$ cat src/rtl/control_pkg.sv
// control_pkg: shared definitions for the control sequencer.
//   - opcode localparams (5-bit base encoding)
//   - FSM state enum
//   - ctrl_t packed control bundle (alu_ctrl at table width TBL_ALUW) and CTRL_W
//   - ctrl_table(): opcode -> control fields; unlisted fields are 0
package control_pkg;

   localparam int TBL_ALUW = 4;

   localparam logic [4:0] OP_NOP   = 5'b00000;
   localparam logic [4:0] OP_HLT   = 5'b00001;
   localparam logic [4:0] OP_SETC  = 5'b00010;
   localparam logic [4:0] OP_CLRC  = 5'b00011;
   localparam logic [4:0] OP_NOT   = 5'b00100;
   localparam logic [4:0] OP_INC   = 5'b00101;
   localparam logic [4:0] OP_DEC   = 5'b00110;
   localparam logic [4:0] OP_OUT   = 5'b00111;
   localparam logic [4:0] OP_IN    = 5'b01000;
   localparam logic [4:0] OP_ADD   = 5'b01001;
   localparam logic [4:0] OP_SUB   = 5'b01010;
   localparam logic [4:0] OP_AND   = 5'b01011;
   localparam logic [4:0] OP_OR    = 5'b01100;
   localparam logic [4:0] OP_SHL   = 5'b01101;
   localparam logic [4:0] OP_SHR   = 5'b01110;
   localparam logic [4:0] OP_MOV   = 5'b01111;
   localparam logic [4:0] OP_PUSH  = 5'b10000;
   localparam logic [4:0] OP_POP   = 5'b10001;
   localparam logic [4:0] OP_LDM   = 5'b10010;
   localparam logic [4:0] OP_LDD   = 5'b10011;
   localparam logic [4:0] OP_STD   = 5'b10100;
   localparam logic [4:0] OP_JZ    = 5'b10101;
   localparam logic [4:0] OP_JN    = 5'b10110;
   localparam logic [4:0] OP_JMP   = 5'b10111;
   localparam logic [4:0] OP_CALL  = 5'b11000;
   localparam logic [4:0] OP_CALL2 = 5'b11001;
   localparam logic [4:0] OP_RET   = 5'b11010;
   localparam logic [4:0] OP_RET2  = 5'b11011;
   localparam logic [4:0] OP_RTI   = 5'b11100;
   localparam logic [4:0] OP_RTI2  = 5'b11101;
   localparam logic [4:0] OP_INT1  = 5'b11110;
   localparam logic [4:0] OP_INT2  = 5'b11111;

   typedef enum logic [2:0] {ST_IDLE, ST_CALL2, ST_RET2, ST_RTI2, ST_INT2} state_t;

   typedef struct packed {
      logic [1:0]          sp_op;
      logic                reg_write;
      logic                mem_read;
      logic                mem_write;
      logic                mem_or_reg;
      logic                update_status;
      logic                imm_or_reg;
      logic [TBL_ALUW-1:0] alu_ctrl;
      logic                sp_or_alu;
      logic                dest_or_private;
      logic                branch;
      logic [1:0]          carry_ctl;
      logic                pc_ctrl;
      logic                priv_reg_write;
      logic [1:0]          fct;
      logic                interrupt;
   } ctrl_t;

   localparam int CTRL_W = $bits(ctrl_t);

   function automatic ctrl_t ctrl_table(input logic [4:0] op);
      ctrl_t c;
      c = '0;
      case (op)
         OP_HLT:  c.pc_ctrl = 1'b1;
         OP_SETC: c.carry_ctl = 2'b01;
         OP_CLRC: c.carry_ctl = 2'b10;
         OP_NOT:  begin c.reg_write = 1'b1; c.update_status = 1'b1; c.alu_ctrl = 4'b0001; end
         OP_INC:  begin c.reg_write = 1'b1; c.update_status = 1'b1; c.alu_ctrl = 4'b0010; end
         OP_DEC:  begin c.reg_write = 1'b1; c.update_status = 1'b1; c.alu_ctrl = 4'b0011; end
         OP_OUT:  c.alu_ctrl = 4'b1111;
         OP_IN:   c.reg_write = 1'b1;
         OP_ADD:  begin c.reg_write = 1'b1; c.update_status = 1'b1; c.alu_ctrl = 4'b0000; end
         OP_SUB:  begin c.reg_write = 1'b1; c.update_status = 1'b1; c.alu_ctrl = 4'b0100; end
         OP_AND:  begin c.reg_write = 1'b1; c.update_status = 1'b1; c.alu_ctrl = 4'b0101; end
         OP_OR:   begin c.reg_write = 1'b1; c.update_status = 1'b1; c.alu_ctrl = 4'b0110; end
         OP_SHL:  begin c.reg_write = 1'b1; c.update_status = 1'b1; c.imm_or_reg = 1'b1;
                        c.alu_ctrl = 4'b0111; end
         OP_SHR:  begin c.reg_write = 1'b1; c.update_status = 1'b1; c.imm_or_reg = 1'b1;
                        c.alu_ctrl = 4'b1000; end
         OP_MOV:  begin c.reg_write = 1'b1; c.alu_ctrl = 4'b1001; end
         OP_PUSH: begin c.sp_op = 2'b01; c.mem_write = 1'b1; c.sp_or_alu = 1'b1; end
         OP_POP:  begin c.sp_op = 2'b10; c.mem_read = 1'b1; c.reg_write = 1'b1;
                        c.mem_or_reg = 1'b1; c.sp_or_alu = 1'b1; end
         OP_LDM:  begin c.reg_write = 1'b1; c.imm_or_reg = 1'b1; c.alu_ctrl = 4'b1001; end
         OP_LDD:  begin c.reg_write = 1'b1; c.mem_read = 1'b1; c.mem_or_reg = 1'b1;
                        c.imm_or_reg = 1'b1; end
         OP_STD:  begin c.mem_write = 1'b1; c.imm_or_reg = 1'b1; end
         OP_JZ:   begin c.branch = 1'b1; c.fct = 2'b01; end
         OP_JN:   begin c.branch = 1'b1; c.fct = 2'b10; end
         OP_JMP, OP_CALL2: begin c.branch = 1'b1; c.fct = 2'b11; end
         OP_CALL, OP_INT1: begin c.sp_op = 2'b01; c.mem_write = 1'b1; c.sp_or_alu = 1'b1;
                                 c.dest_or_private = 1'b1; c.priv_reg_write = 1'b1;
                                 c.interrupt = (op == OP_INT1); end
         OP_RET, OP_RTI:   begin c.sp_op = 2'b10; c.mem_read = 1'b1; c.sp_or_alu = 1'b1;
                                 c.dest_or_private = 1'b1; c.priv_reg_write = 1'b1; end
         OP_RET2: begin c.pc_ctrl = 1'b1; c.mem_or_reg = 1'b1; end
         OP_RTI2: begin c.pc_ctrl = 1'b1; c.mem_or_reg = 1'b1; c.carry_ctl = 2'b11; end
         OP_INT2: begin c.branch = 1'b1; c.pc_ctrl = 1'b1; end
         default: ;
      endcase
      return c;
   endfunction

endpackage

$ cat src/rtl/ctrl_decode.sv
// ctrl_decode: combinational opcode -> control bundle decoder.
//   opcode       in   OPW   opcode to decode (low 5 bits index the table)
//   ctrl         out  bundle with alu_ctrl zero-extended to ALUW
//   out_of_range out  1     opcode value >= 32
module ctrl_decode
   import control_pkg::*;
#(
   parameter int OPW  = 5,
   parameter int ALUW = 4
) (
   input  logic [OPW-1:0]                   opcode,
   output logic [CTRL_W-TBL_ALUW+ALUW-1:0]  ctrl,
   output logic                             out_of_range
);

   ctrl_t t;

   always_comb begin
      t = ctrl_table(opcode[4:0]);
      ctrl = {t.sp_op, t.reg_write, t.mem_read, t.mem_write, t.mem_or_reg,
              t.update_status, t.imm_or_reg, ALUW'(t.alu_ctrl), t.sp_or_alu,
              t.dest_or_private, t.branch, t.carry_ctl, t.pc_ctrl,
              t.priv_reg_write, t.fct, t.interrupt};
      out_of_range = (opcode >> 5) != '0;
   end

endmodule

$ cat src/rtl/control_sequencer.sv
// control_sequencer: registered control-word sequencer with two-part
// CALL/RET/RTI and interrupt injection.
//   clk, rst_n   clock, synchronous active-low reset
//   opcode, instr_valid   instruction from fetch/decode
//   stall, flush, int_req pipeline hold, squash, level interrupt request
//   ctrl_o, ctrl_valid    registered control bundle and its valid flag
//   fetch_hold, int_ack, illegal   PC hold, interrupt start pulse, illegal flag
module control_sequencer
   import control_pkg::*;
#(
   parameter int OPW    = 5,
   parameter int ALUW   = 4,
   parameter bit INT_EN = 1'b1
) (
   input  logic                            clk,
   input  logic                            rst_n,
   input  logic [OPW-1:0]                  opcode,
   input  logic                            instr_valid,
   input  logic                            stall,
   input  logic                            flush,
   input  logic                            int_req,
   output logic [CTRL_W-TBL_ALUW+ALUW-1:0] ctrl_o,
   output logic                            ctrl_valid,
   output logic                            fetch_hold,
   output logic                            int_ack,
   output logic                            illegal
);

   localparam int OW = CTRL_W - TBL_ALUW + ALUW;

   state_t         state_q, state_d;
   logic [OW-1:0]  ctrl_q, ctrl_d, dec_ctrl;
   logic           valid_q, valid_d, hold_q, hold_d, ack_q, ack_d, ill_q, ill_d;
   logic [OPW-1:0] dec_op;
   logic           dec_oor;
   logic           int_take;
   logic [4:0]     op5;

   assign int_take = INT_EN && int_req;
   assign op5      = opcode[4:0];

   // The single decoder is shared: the second halves of multi-cycle
   // sequences are fed to it as internal opcodes.
   always_comb begin
      dec_op = opcode;
      case (state_q)
         ST_IDLE:  if (int_take) dec_op = OPW'(OP_INT1);
         ST_CALL2: dec_op = OPW'(OP_CALL2);
         ST_RET2:  dec_op = OPW'(OP_RET2);
         ST_RTI2:  dec_op = OPW'(OP_RTI2);
         ST_INT2:  dec_op = OPW'(OP_INT2);
         default:  ;
      endcase
   end

   ctrl_decode #(.OPW(OPW), .ALUW(ALUW)) u_decode (
      .opcode       (dec_op),
      .ctrl         (dec_ctrl),
      .out_of_range (dec_oor)
   );

   always_comb begin
      state_d = state_q;
      ctrl_d  = ctrl_q;
      valid_d = valid_q;
      hold_d  = hold_q;
      ill_d   = ill_q;
      ack_d   = 1'b0;
      if (!stall) begin
         // Baseline: issue the decoded word and return to IDLE; the
         // branches below only override what differs.
         ctrl_d  = dec_ctrl;
         valid_d = 1'b1;
         hold_d  = 1'b0;
         ill_d   = 1'b0;
         state_d = ST_IDLE;
         if (flush && state_q != ST_INT2) begin
            ctrl_d  = '0;
            valid_d = 1'b0;
         end else if (state_q == ST_IDLE) begin
            if (int_take) begin
               hold_d  = 1'b1;
               ack_d   = 1'b1;
               state_d = ST_INT2;
            end else if (!instr_valid) begin
               ctrl_d  = '0;
               valid_d = 1'b0;
            end else if (dec_oor ||
                         op5 inside {OP_CALL2, OP_RET2, OP_RTI2, OP_INT1, OP_INT2}) begin
               ctrl_d = '0;
               ill_d  = 1'b1;
            end else begin
               case (op5)
                  OP_CALL: begin hold_d = 1'b1; state_d = ST_CALL2; end
                  OP_RET:  begin hold_d = 1'b1; state_d = ST_RET2;  end
                  OP_RTI:  begin hold_d = 1'b1; state_d = ST_RTI2;  end
                  default: ;
               endcase
            end
         end
      end
   end

   always_ff @(posedge clk) begin
      if (!rst_n) begin
         state_q <= ST_IDLE;
         ctrl_q  <= '0;
         valid_q <= 1'b0;
         hold_q  <= 1'b0;
         ack_q   <= 1'b0;
         ill_q   <= 1'b0;
      end else begin
         state_q <= state_d;
         ctrl_q  <= ctrl_d;
         valid_q <= valid_d;
         hold_q  <= hold_d;
         ack_q   <= ack_d;
         ill_q   <= ill_d;
      end
   end

   assign ctrl_o     = ctrl_q;
   assign ctrl_valid = valid_q;
   assign fetch_hold = hold_q;
   assign int_ack    = ack_q;
   assign illegal    = ill_q;

endmodule

$ cat config.mk
export PLATFORM = sky130hd
export DESIGN_NAME = control_sequencer
export DESIGN_NICKNAME = d
export VERILOG_FILES = /design/src/rtl/control_pkg.sv /design/src/rtl/ctrl_decode.sv /design/src/rtl/control_sequencer.sv
export SDC_FILE = /design/constraint.sdc
export NUM_CORES = 1
export LEC_CHECK = 0
export ABC_AREA = 1
export CORE_ASPECT_RATIO = 0.75
export CORE_MARGIN = 8
export CORE_UTILIZATION = 40
export DETAILED_ROUTE_END_ITERATION = 10
export HOLD_SLACK_MARGIN = 0.08
export MAX_ROUTING_LAYER = met4
export PLACE_DENSITY_LB_ADDON = 0.12
export SLEW_MARGIN = 10
export SYNTH_ARGS = -nofsm -noshare
export SYNTH_HDL_FRONTEND = slang
export SYNTH_SLANG_ARGS = --single-unit
export TNS_END_PERCENT = 30
$ cat constraint.sdc
create_clock -name clk -period 2.1 [get_ports clk]
set_input_delay 0.21 -clock clk [delete_from_list [all_inputs] [get_ports clk]]
set_output_delay 0.21 -clock clk [all_outputs]
set_load 0.005 [all_outputs]
After elaboration in Yosys (flattened, before gate mapping)
Index checks and enable logic that the tools add are counted.
{"block": "totals", "register_bits": 29, "inputBits": 11, "output_inout_bits": 26, "word_cells": 116}
{"block": "classes", "eq_ne": 44, "mux": 44, "bitwise": 2, "reduce_logical": 20}
{"cell": "5-bit == test, second input constant", "n": 24}
{"cell": "22-bit two-way mux", "n": 5}
{"cell": "5-bit by 4-bit == test with 1-bit output, second input constant", "n": 8}
{"cell": "4-bit one-hot mux with 10 select lines", "n": 1}
{"cell": "1-bit two-way mux", "n": 27}
{"cell": "5-bit one-hot mux with 5 select lines", "n": 1}
{"cell": "4-bit OR reduction", "n": 6}
{"cell": "5-bit by 3-bit == test with 1-bit output, second input constant", "n": 4}
{"cell": "2-bit one-hot mux with 3 select lines", "n": 3}
{"cell": "14-bit OR reduction", "n": 1}
{"cell": "5-bit by 2-bit == test with 1-bit output, second input constant", "n": 2}
{"cell": "5-bit OR reduction", "n": 2}
{"cell": "3-bit two-way mux", "n": 3}
{"cell": "3-bit OR reduction", "n": 3}
{"cell": "9-bit OR reduction", "n": 1}
{"cell": "3-bit by 2-bit == test with 1-bit output, second input constant", "n": 2}
{"cell": "2-bit OR reduction", "n": 3}
{"cell": "6-bit OR reduction", "n": 1}
{"cell": "5-bit by 1-bit == test with 1-bit output, second input constant", "n": 1}
{"cell": "5-bit two-way mux", "n": 1}
{"cell": "5-bit nonzero test", "n": 1}
{"cell": "2-bit two-way mux", "n": 2}
{"cell": "2-bit one-hot mux with 2 select lines", "n": 1}
{"cell": "3-bit by 1-bit == test with 1-bit output, second input constant", "n": 1}
{"cell": "other kinds (5)", "n": 6}

Logic depth before layout (Yosys ltp)
Gate-level depths: netlist of run 1.
{"block": "depth", "ltp_word": 10, "depth_mapped": 15, "ltp_nobuf": 14}

Modules after synthesis
From an unflattened synthesis of run 1, not the netlist that was laid out.
{"block": "unflattened", "cells_unflattened": 322, "hier_area_um2": 1908.1}
{"mod": "control_sequencer", "n_inst": 1, "cells_per_inst": 221, "area_each_um2": 1431.4, "seq_area_each_um2": 580.6}
{"mod": "ctrl_decode", "n_inst": 1, "cells_per_inst": 101, "area_each_um2": 476.7, "seq_area_each_um2": 0.0}

Worst setup path after synthesis of run 1
No wires, ideal clock.
{"block": "synth_timing", "path_type": "register to register", "startpoint": "register state_q[1]", "endpoint": "register ctrl_q[19], in the netlist ctrl_o[19]", "setup_ns": 0.132, "arrival_ns": 1.403, "t_required_ns": 1.968, "setup_slack_ns": 0.564, "stages_incl_launch_ff": 13, "path_cell_list": "dfxtp_1 inv_2 nand2_2 nand2_2 o21ai_4 inv_2 buf_6 nand3_1 nand2_1 nor2_1 nand3_1 nand2_1 a21oi_1"}
{"block": "synth_via", "elab_chain_len": 10, "elab_cells_between_ends": 29, "cone_classes": "eq/ne: 19; mux: 7; reduce/logical: 3"}
{"element": "start: declaration", "line_no": "control_sequencer.sv:31", "rtl": "state_t state_q, state_d;"}
{"element": "start signal: assignment", "line_no": "control_sequencer.sv:113", "rtl": "state_q <= state_d;"}
{"element": "3-bit == test (tied with other cells)", "line_no": "control_sequencer.sv:46", "rtl": "case (state_q)"}
{"element": "5-bit one-hot mux with 5 select lines", "line_no": "control_sequencer.sv:46"}
{"element": "5-bit by 4-bit == test with 1-bit output (tied with other cells)", "line_no": "control_pkg.sv:69", "rtl": "case (op)"}
{"element": "14-bit OR reduction (no source line)"}
{"element": "1-bit two-way mux", "line_no": "control_pkg.sv:69"}
{"element": "22-bit two-way mux", "line_no": "control_sequencer.sv:88", "rtl": "end else if (dec_oor ||"}
{"element": "22-bit two-way mux", "line_no": "control_sequencer.sv:85", "rtl": "end else if (!instr_valid) begin"}
{"element": "22-bit two-way mux", "line_no": "control_sequencer.sv:81", "rtl": "if (int_take) begin"}
{"element": "22-bit two-way mux", "line_no": "control_sequencer.sv:80", "rtl": "end else if (state_q == ST_IDLE) begin"}
{"element": "22-bit two-way mux *", "line_no": "control_sequencer.sv:77", "rtl": "if (flush && state_q != ST_INT2) begin"}
{"element": "end signal: assignment", "line_no": "control_sequencer.sv:114", "rtl": "ctrl_q <= ctrl_d;"}
{"element": "end: declaration", "line_no": "control_sequencer.sv:32", "rtl": "logic [OW-1:0] ctrl_q, ctrl_d, dec_ctrl;"}
Mark *: on every way between the ends. The rest lies on a longest branch, timed or not.
A chain may end at the register's enable or synchronous reset.

Worst setup path in the final report of run 1
{"block": "layout_timing", "startpoint": "input port opcode[0]", "endpoint": "register ctrl_q[9], in the netlist ctrl_o[9]"}
{"block": "layout_via", "elab_chain_len": 10, "elab_cells_between_ends": 21, "cone_classes": "eq/ne: 11; mux: 8; reduce/logical: 2"}
{"element": "start: declaration", "line_no": "control_sequencer.sv:17", "rtl": "input logic [OPW-1:0] opcode,"}
{"element": "5-bit two-way mux", "line_no": "control_sequencer.sv:47", "rtl": "ST_IDLE: if (int_take) dec_op = OPW'(OP_INT1);"}
{"element": "5-bit one-hot mux with 5 select lines", "line_no": "control_sequencer.sv:46"}
{"element": "5-bit == test", "line_no": "control_pkg.sv:69"}
{"element": "6-bit OR reduction (no source line)"}
{"element": "1-bit two-way mux", "line_no": "control_pkg.sv:69"}
{"element": "22-bit two-way mux", "line_no": "control_sequencer.sv:88"}
{"element": "22-bit two-way mux", "line_no": "control_sequencer.sv:85"}
{"element": "22-bit two-way mux", "line_no": "control_sequencer.sv:81"}
{"element": "22-bit two-way mux *", "line_no": "control_sequencer.sv:80"}
{"element": "22-bit two-way mux *", "line_no": "control_sequencer.sv:77"}
Marks and branches as above.

==> results.sh, run 1 <==
export IMPL_status="finished clean"
export IMPL_syn_inst=262
export IMPL_syn_nets=273
export IMPL_nets=316
export IMPL_min_delay_path_depth=2
export IMPL_cp_end_kind="flop"
export IMPL_vias=1782
export IMPL_slew_viol_final=0
export IMPL_hold_class="flop to flop"
export IMPL_setup_viol=0
export IMPL_drtIter0Drc=193
export IMPL_dr_pass1_iters=5
export IMPL_grt_pass1_wl_um=8059
export IMPL_htreeDepth=1
export IMPL_layout_commonest_cell="nand2_1"
export IMPL_place_port_buffers=36
export IMPL_coreArea_mm2=0.004104
export IMPL_fin_tns_setup_ns=0
export IMPL_fmax_mhz=549.7
export IMPL_critPathRequiredTime_ns=2.29
export IMPL_cts_buffer_depth=2
export IMPL_drc=0
export IMPL_cp_data_arrival_time_ns=2.01
export IMPL_clk_pin_slew_ns=0.10
export IMPL_period_needed_ns=1.819
export IMPL_syn_avg_cell_area_um2=6.643
export IMPL_multiInputGateArea_mm2=0.001010
export IMPL_path_class="input pin to flop"
export IMPL_viasPerCell=4.964
export IMPL_grtUsageTotal_pct=14.85
export IMPL_hold_viol_final=0
export IMPL_grt_pass1_vias=1693
export IMPL_p_leak_nw=0.9599
export IMPL_worstRegToRegCells=9
export IMPL_layout_cells_non_filler=359
export IMPL_cts_hold_buf=0
export IMPL_startpoint_type="input pin"
export IMPL_io_pins=37
export IMPL_clkSinkCount=28
export IMPL_cap_violations=0
export IMPL_clock_skew_ns=0.005830
export IMPL_antenna_found_initial=0
export IMPL_overflow=0
export IMPL_whs_ns=0.4736
export IMPL_regArea_um2=560.5
export IMPL_tightest_slew_ns=0.4370
export IMPL_clockRootBuffer="clkbuf_8"
export IMPL_yosysSeqAreaShare_pct=32.21
export IMPL_slew_headroom_pct=70.69
export IMPL_crit_path_max_fanout=5
export IMPL_antenna_left=0
export IMPL_final_cell_mix="73 x nand2_1, 36 x clkdlybuf4s50_1, 28 x dfxtp_1"
export IMPL_fp_row_count=20
export IMPL_dp_slack_ns=0.02910
export IMPL_area_growth_syn_to_layout_pct=31.34
export IMPL_place_inst=355
export IMPL_numCtsBuffers=3
export IMPL_post_cts_buffers=0
export IMPL_ys_ff_latch=28
export IMPL_dp_hpwl_um=3600
export IMPL_place_congestion=0.9396
export IMPL_die_area_mm2=0.006740
export IMPL_grt_max_degree=28
export IMPL_clk_latency_ns=0.28
export IMPL_fin_crit_sh_pct=86.63
export IMPL_drive_gt1_share_pct=17.76
export IMPL_rsz0062_at_grt="false"
export IMPL_cts_tree="done"
export IMPL_netlist_area_mm2=0.001740
export IMPL_ir_drop_v=0.0003198
export IMPL_fillers=455
export IMPL_ys_warn_count=0
export IMPL_num_antenna_cells=0
export IMPL_drt_wl_total_um=4551
export IMPL_synth_distinct_cells=32
export IMPL_initial_core_util_pct=42.41
export IMPL_chipWidth_um=92.17
export IMPL_wl_per_cell_um=12.68
export IMPL_die_h_um=73.13
export IMPL_layout_setup_ws_ns=0.2807
export IMPL_ctsResizeCount=0
export IMPL_power_density_mw_per_mm2=543.8
export IMPL_fin_total_pwr_mw=1.243
## metrics by stage
step                area [um2]  util [%]
floorplan                 1740         -
CTS                       2286     55.70
detailed placement        2215     53.96
global placement          2215     53.96
global route              2286     55.70
finish                    2286     55.70
## synth_stat cells (all sizes together)
library cell / number / share of area, %
nand2: 88 / 23
inv: 29 / 6.3
dfxtp: 28 / 32
nand3: 27 / 8.6
a21oi: 26 / 7.5
nor2: 23 / 7.8
o21ai: 17 / 6.4
buf: 5 / 2.2
clkbuf: 5 / 1.1
a211oi: 2 / 0.86
a31oi: 2 / 0.72
nor3: 2 / 0.58
nor4: 2 / 0.72
a22oi: 1 / 0.43
a2bb2oi: 1 / 0.50
clkinv: 1 / 0.22
nand4: 1 / 0.36
o211ai: 1 / 0.43
or2: 1 / 0.36
## cell type report
| type | count | share of cell area [%] |
|---|---|---|
| Inverter | 30 | 4.926 |
| Timing Repair Buffer | 48 | 20.25 |
| Multi-Input combinational cell | 194 | 44.17 |
| Clock inverter | 1 | 1.314 |
| Sequential cell | 28 | 24.52 |
| Clock buffer | 3 | 1.806 |
| Tap cell | 55 | 3.010 |
## routing by layer
metal / part of all wire [%] / global-route usage (%) / up-vias / wire length, um
met5: 0 / - / - / 0
met2: 41 / 21.60 / 44 / 1867
li1: - / - / 933 / -
met4: 0.75 / 3.203 / 0 / 34
met3: 5.9 / 4.008 / 5 / 270
met1: 52 / 19.92 / 800 / 2378
## cells by family (layout without fill, tap and decap cells)
kind of cell,after synthesis,count (layout),share of synthesized area (%)
and+or+nand+nor,144,144,41.19
buffers and inverters,40,82,9.776
DFF,28,28,32.21
AOI/OAI and AO/OA,50,50,16.82
## sequential cells by signal, summed over array words and instances, names as in the netlist
register    flops
ctrl_o         21
state_q         3
ctrl_valid      1
fetch_hold      1
illegal         1
int_ack         1
## power breakdown
| part | switching (mW) | internal (mW) | total, mW | leakage (nW) |
|---|---|---|---|---|
| Clock | 0.178 | 0.256 | 0.433 | 0.0357 |
| Sequential | 0.00831 | 0.544 | 0.553 | 0.227 |
| Combinational | 0.150 | 0.107 | 0.257 | 0.698 |
## worst max-delay path, cell delays in order
cell,delay [ns]
clkdlybuf4s50_1,0.53
inv_1,0.08
a211oi_1,0.43
nor2_1,0.11
o21ai_2,0.19
inv_1,0.14
nand2_1,0.14
nand3_1,0.09
nand2_1,0.06
inv_1,0.03
## final timing paths
kind | startpoint | end | slack (ns)
hold / removal | ctrl_o[4] | ctrl_o[4] | 0.47
setup / recovery | opcode[0] | ctrl_o[9] | 0.28
hold reg to reg | ctrl_o[4] | ctrl_o[4] | 0.47
setup reg to reg | state_q[2] | ctrl_o[18] | 0.30
No activity file was read; power rests on OpenSTA's default activity.
==> inputs of run 2 (changes only) <==
--- a/config.mk
+++ b/config.mk
@@ -13,7 +13,7 @@
 export HOLD_SLACK_MARGIN = 0.08
 export MAX_ROUTING_LAYER = met4
 export PLACE_DENSITY_LB_ADDON = 0.12
-export SLEW_MARGIN = 10
+export SLEW_MARGIN = 20
 export SYNTH_ARGS = -nofsm -noshare
 export SYNTH_HDL_FRONTEND = slang
 export SYNTH_SLANG_ARGS = --single-unit
==> results of run 2 <==
Final layout, timing and power as in run 1 (identical DEF).
==> inputs of run 3 (changes only) <==
--- a/config.mk
+++ b/config.mk
@@ -12,9 +12,9 @@
 export DETAILED_ROUTE_END_ITERATION = 10
 export HOLD_SLACK_MARGIN = 0.08
 export MAX_ROUTING_LAYER = met4
-export PLACE_DENSITY_LB_ADDON = 0.12
 export SLEW_MARGIN = 20
 export SYNTH_ARGS = -nofsm -noshare
 export SYNTH_HDL_FRONTEND = slang
+export SYNTH_HIERARCHICAL = 1
 export SYNTH_SLANG_ARGS = --single-unit
 export TNS_END_PERCENT = 30
==> run 3 against run 2 <==
  * The run now ends with setup timing left
  * Clock power is 62% higher
  * Utilization is 6.7 points higher
  * Wire length is 24% higher
  * Flip-flop and latch count is 1 higher
  * Combinational power is 45% higher
  * Final cell count is 26% higher
==> results.sh, run 3 <==
export IMPL_setup_viol=1
export IMPL_r2r_start="state_q[1]"
export IMPL_coreArea_mm2=0.004519
export IMPL_cts_hold_buf=0
export IMPL_place_port_buffers=36
export IMPL_clk_latency_ns=0.29
export IMPL_cp_data_arrival_time_ns=2.34
export IMPL_violations="setup timing"
export IMPL_htreeDepth=2
export IMPL_num_antenna_cells=0
export IMPL_worstHoldStart="ctrl_o[4]"
export IMPL_cpLargestDelayFamily="simple AND/OR/NAND/NOR gates"
export IMPL_fin_tns_setup_ns=-0.02838
export IMPL_fp_row_count=21
export IMPL_wl_per_cell_um=12.46
export IMPL_drt_wl_total_um=5658
export IMPL_place_congestion=0.9253
export IMPL_drtIter0Drc=94
export IMPL_placed_area_mm2=0.002522
export IMPL_die_area_mm2=0.007259
export IMPL_status="finished, violations left"
export IMPL_syn_avg_cell_area_um2=5.926
export IMPL_cts_tree="done"
export IMPL_cap_violations=0
export IMPL_ys_warn_count=6
export IMPL_place_inst=438
export IMPL_power_density_mw_per_mm2=581.9
export IMPL_numCtsBuffers=5
export IMPL_overflow=0
export IMPL_ir_drop_v=0.0004668
export IMPL_fmax_mhz=469.8
export IMPL_rsz0062_at_grt="true"
export IMPL_grt_pass1_wl_um=9287
export IMPL_hold_class="flop to flop"
export IMPL_grtUsageTotal_pct=16.73
export IMPL_synth_top_area_share_pct=30.43
export IMPL_max_stage_delay_ns=0.34
export IMPL_hold_viol_final=0
export IMPL_drc=0
export IMPL_yosysSeqAreaShare_pct=30.43
export IMPL_crit_path_max_fanout=7
export IMPL_die_h_um=75.82
export IMPL_regArea_um2=589.3
export IMPL_viasPerCell=4.720
export IMPL_io_pins=37
export IMPL_cp_common_cell="nor2_1"
export IMPL_synth_most_common_cell="nand2_1"
export IMPL_fillers=454
export IMPL_period_needed_ns=2.128
export IMPL_clkSinkCount=29
export IMPL_fin_crit_sh_pct=101.4
export IMPL_critPathRequiredTime_ns=2.32
export IMPL_synth_async_reset_ratio_pct=0
export IMPL_syn_nets=333
export IMPL_antenna_found_initial=0
export IMPL_chipWidth_um=95.75
export IMPL_cp_cell_sequence="nor2_4 > nor2_1 > nor2_1 > nand3b_1 > buf_4 > nor2_4 > nand3_1 > nand2_1 > nor2_2 > nand3_1 > inv_1 > nor2_1 > nand2_1 > a21oi_1"
export IMPL_yosysTopAreaCell="dfxtp_1"
export IMPL_nets=407
export IMPL_grt_pass1_vias=2014
export IMPL_syn_inst=322
export IMPL_drive_gt1_share_pct=26.20
export IMPL_initial_core_util_pct=42.22
export IMPL_slew_viol_final=0
export IMPL_layout_commonest_cell="nand2_1"
export IMPL_cp_end_kind="flop"
export IMPL_multiInputGateArea_mm2=0.001129
export IMPL_grt_max_degree=30
export IMPL_cts_buffer_depth=2
export IMPL_netlist_area_mm2=0.001908
export IMPL_layout_cells_non_filler=454
export IMPL_ys_ff_latch=29
export IMPL_synth_top_cells_by_area="dfxtp_1 30%, nand2_1 18%, inv_1 8.9%"
export IMPL_final_cell_mix="83 x nand2_1, 45 x buf_4, 43 x inv_1"
export IMPL_area_growth_syn_to_layout_pct=47.80
export IMPL_clock_skew_ns=0.01117
export IMPL_stdcell_area_mm2=0.002820
export IMPL_dr_pass1_iters=5
export IMPL_clk_pin_slew_ns=0.07
export IMPL_layout_setup_ws_ns=-0.02838
export IMPL_startpoint="state_q[1]"
export IMPL_vias=2143
export IMPL_largest_reg_flops=22
export IMPL_antenna_left=0
export IMPL_synth_edf_count=0
export IMPL_p_leak_nw=1.221
export IMPL_path_class="flop to flop"
export IMPL_clockRootBuffer="clkbuf_8"
export IMPL_startpoint_type="flop"
export IMPL_synth_distinct_cells=25
export IMPL_synth_commonest_cells="94 x nand2_1, 45 x inv_1, 42 x nor2_1, 29 x dfxtp_1, 28 x a21oi_1"
export IMPL_dp_hpwl_um=4122
export IMPL_crit_buf_inv=2
export IMPL_cp_slowest_cell="dfxtp_2"
export IMPL_synthFlopType="dfxtp_1"
==> run 3: where the power goes <==
part           total [mW]  internal (mW)  switching, mW
registers           0.567          0.560        0.00685
logic               0.372          0.164          0.208
clock network       0.702          0.471          0.230
total                1.64           1.20          0.445
==> run 3: per-stage QoR <==
stage	util, %	setup slack, ns	total power, mW	hold slack (ns)
global route	62.40	-0.1888	1.726	0.4801
global placement	55.81	-0.2242	0.9167	0.4451
floorplan	-	0.1455	0.7781	0.3700
finish	62.40	-0.02838	1.641	0.4519
CTS	59.72	0.001639	1.636	0.4552
detailed placement	55.81	-0.2259	0.9133	0.4458
==> run 3: layer usage <==
layer | GRT usage (%) | vias up | share of wire [%]
met4 | 3.056 | 0 | 0.34
li1 | - | 1135 | -
met5 | - | - | 0
met1 | 21.14 | 955 | 51
met3 | 5.020 | 2 | 5.5
met2 | 26.02 | 51 | 43
==> run 3: what timing repair did <==
item / in CTS / in global routing
pin swaps: 8 / 4
setup buffers: 2 / 6
hold endpoints to repair: 0 / 0
gates resized for setup: 13 / 24
endpoints found under the setup margin: 18 / 22
==> run 3: logic make-up (layout without fill, tap and decap cells) <==
group                  Yosys count  in the layout  share of synthesized area [%]
and+or+nand+nor                178            178                          39.87
buffers and inverters           65            140                          15.21
AOI/OAI and AO/OA               49             49                          14.29
DFF                             29             29                          30.43
other                            1              1                         0.1965
==> run 3: worst register-to-register path: stages, from the launching register on <==
cell	delay, ns
dfxtp_2	0.34
nor2_4	0.16
nor2_1	0.06
nor2_1	0.14
nand3b_1	0.18
buf_4	0.19
nor2_4	0.21
nand3_1	0.16
nand2_1	0.10
nor2_2	0.05
nand3_1	0.10
inv_1	0.05
nor2_1	0.12
nand2_1	0.07
a21oi_1	0.12
==> run 3: path summary, 6_finish.rpt <==
kind,end,slack [ns],cells past startpoint
max,ctrl_o[15],-0.03,14
min,ctrl_o[4],0.45,2
max reg2reg,ctrl_o[15],-0.03,14
min reg2reg,ctrl_o[4],0.45,2
==> run 3: cell type report <==
class	instances	share of cell area, %
clock inverters	3	2.307
inverters	50	6.655
repair buffers	82	25.16
multi-input cells	228	40.02
flip-flops and latches	29	20.90
clock buffers	5	2.440
well taps	57	2.529
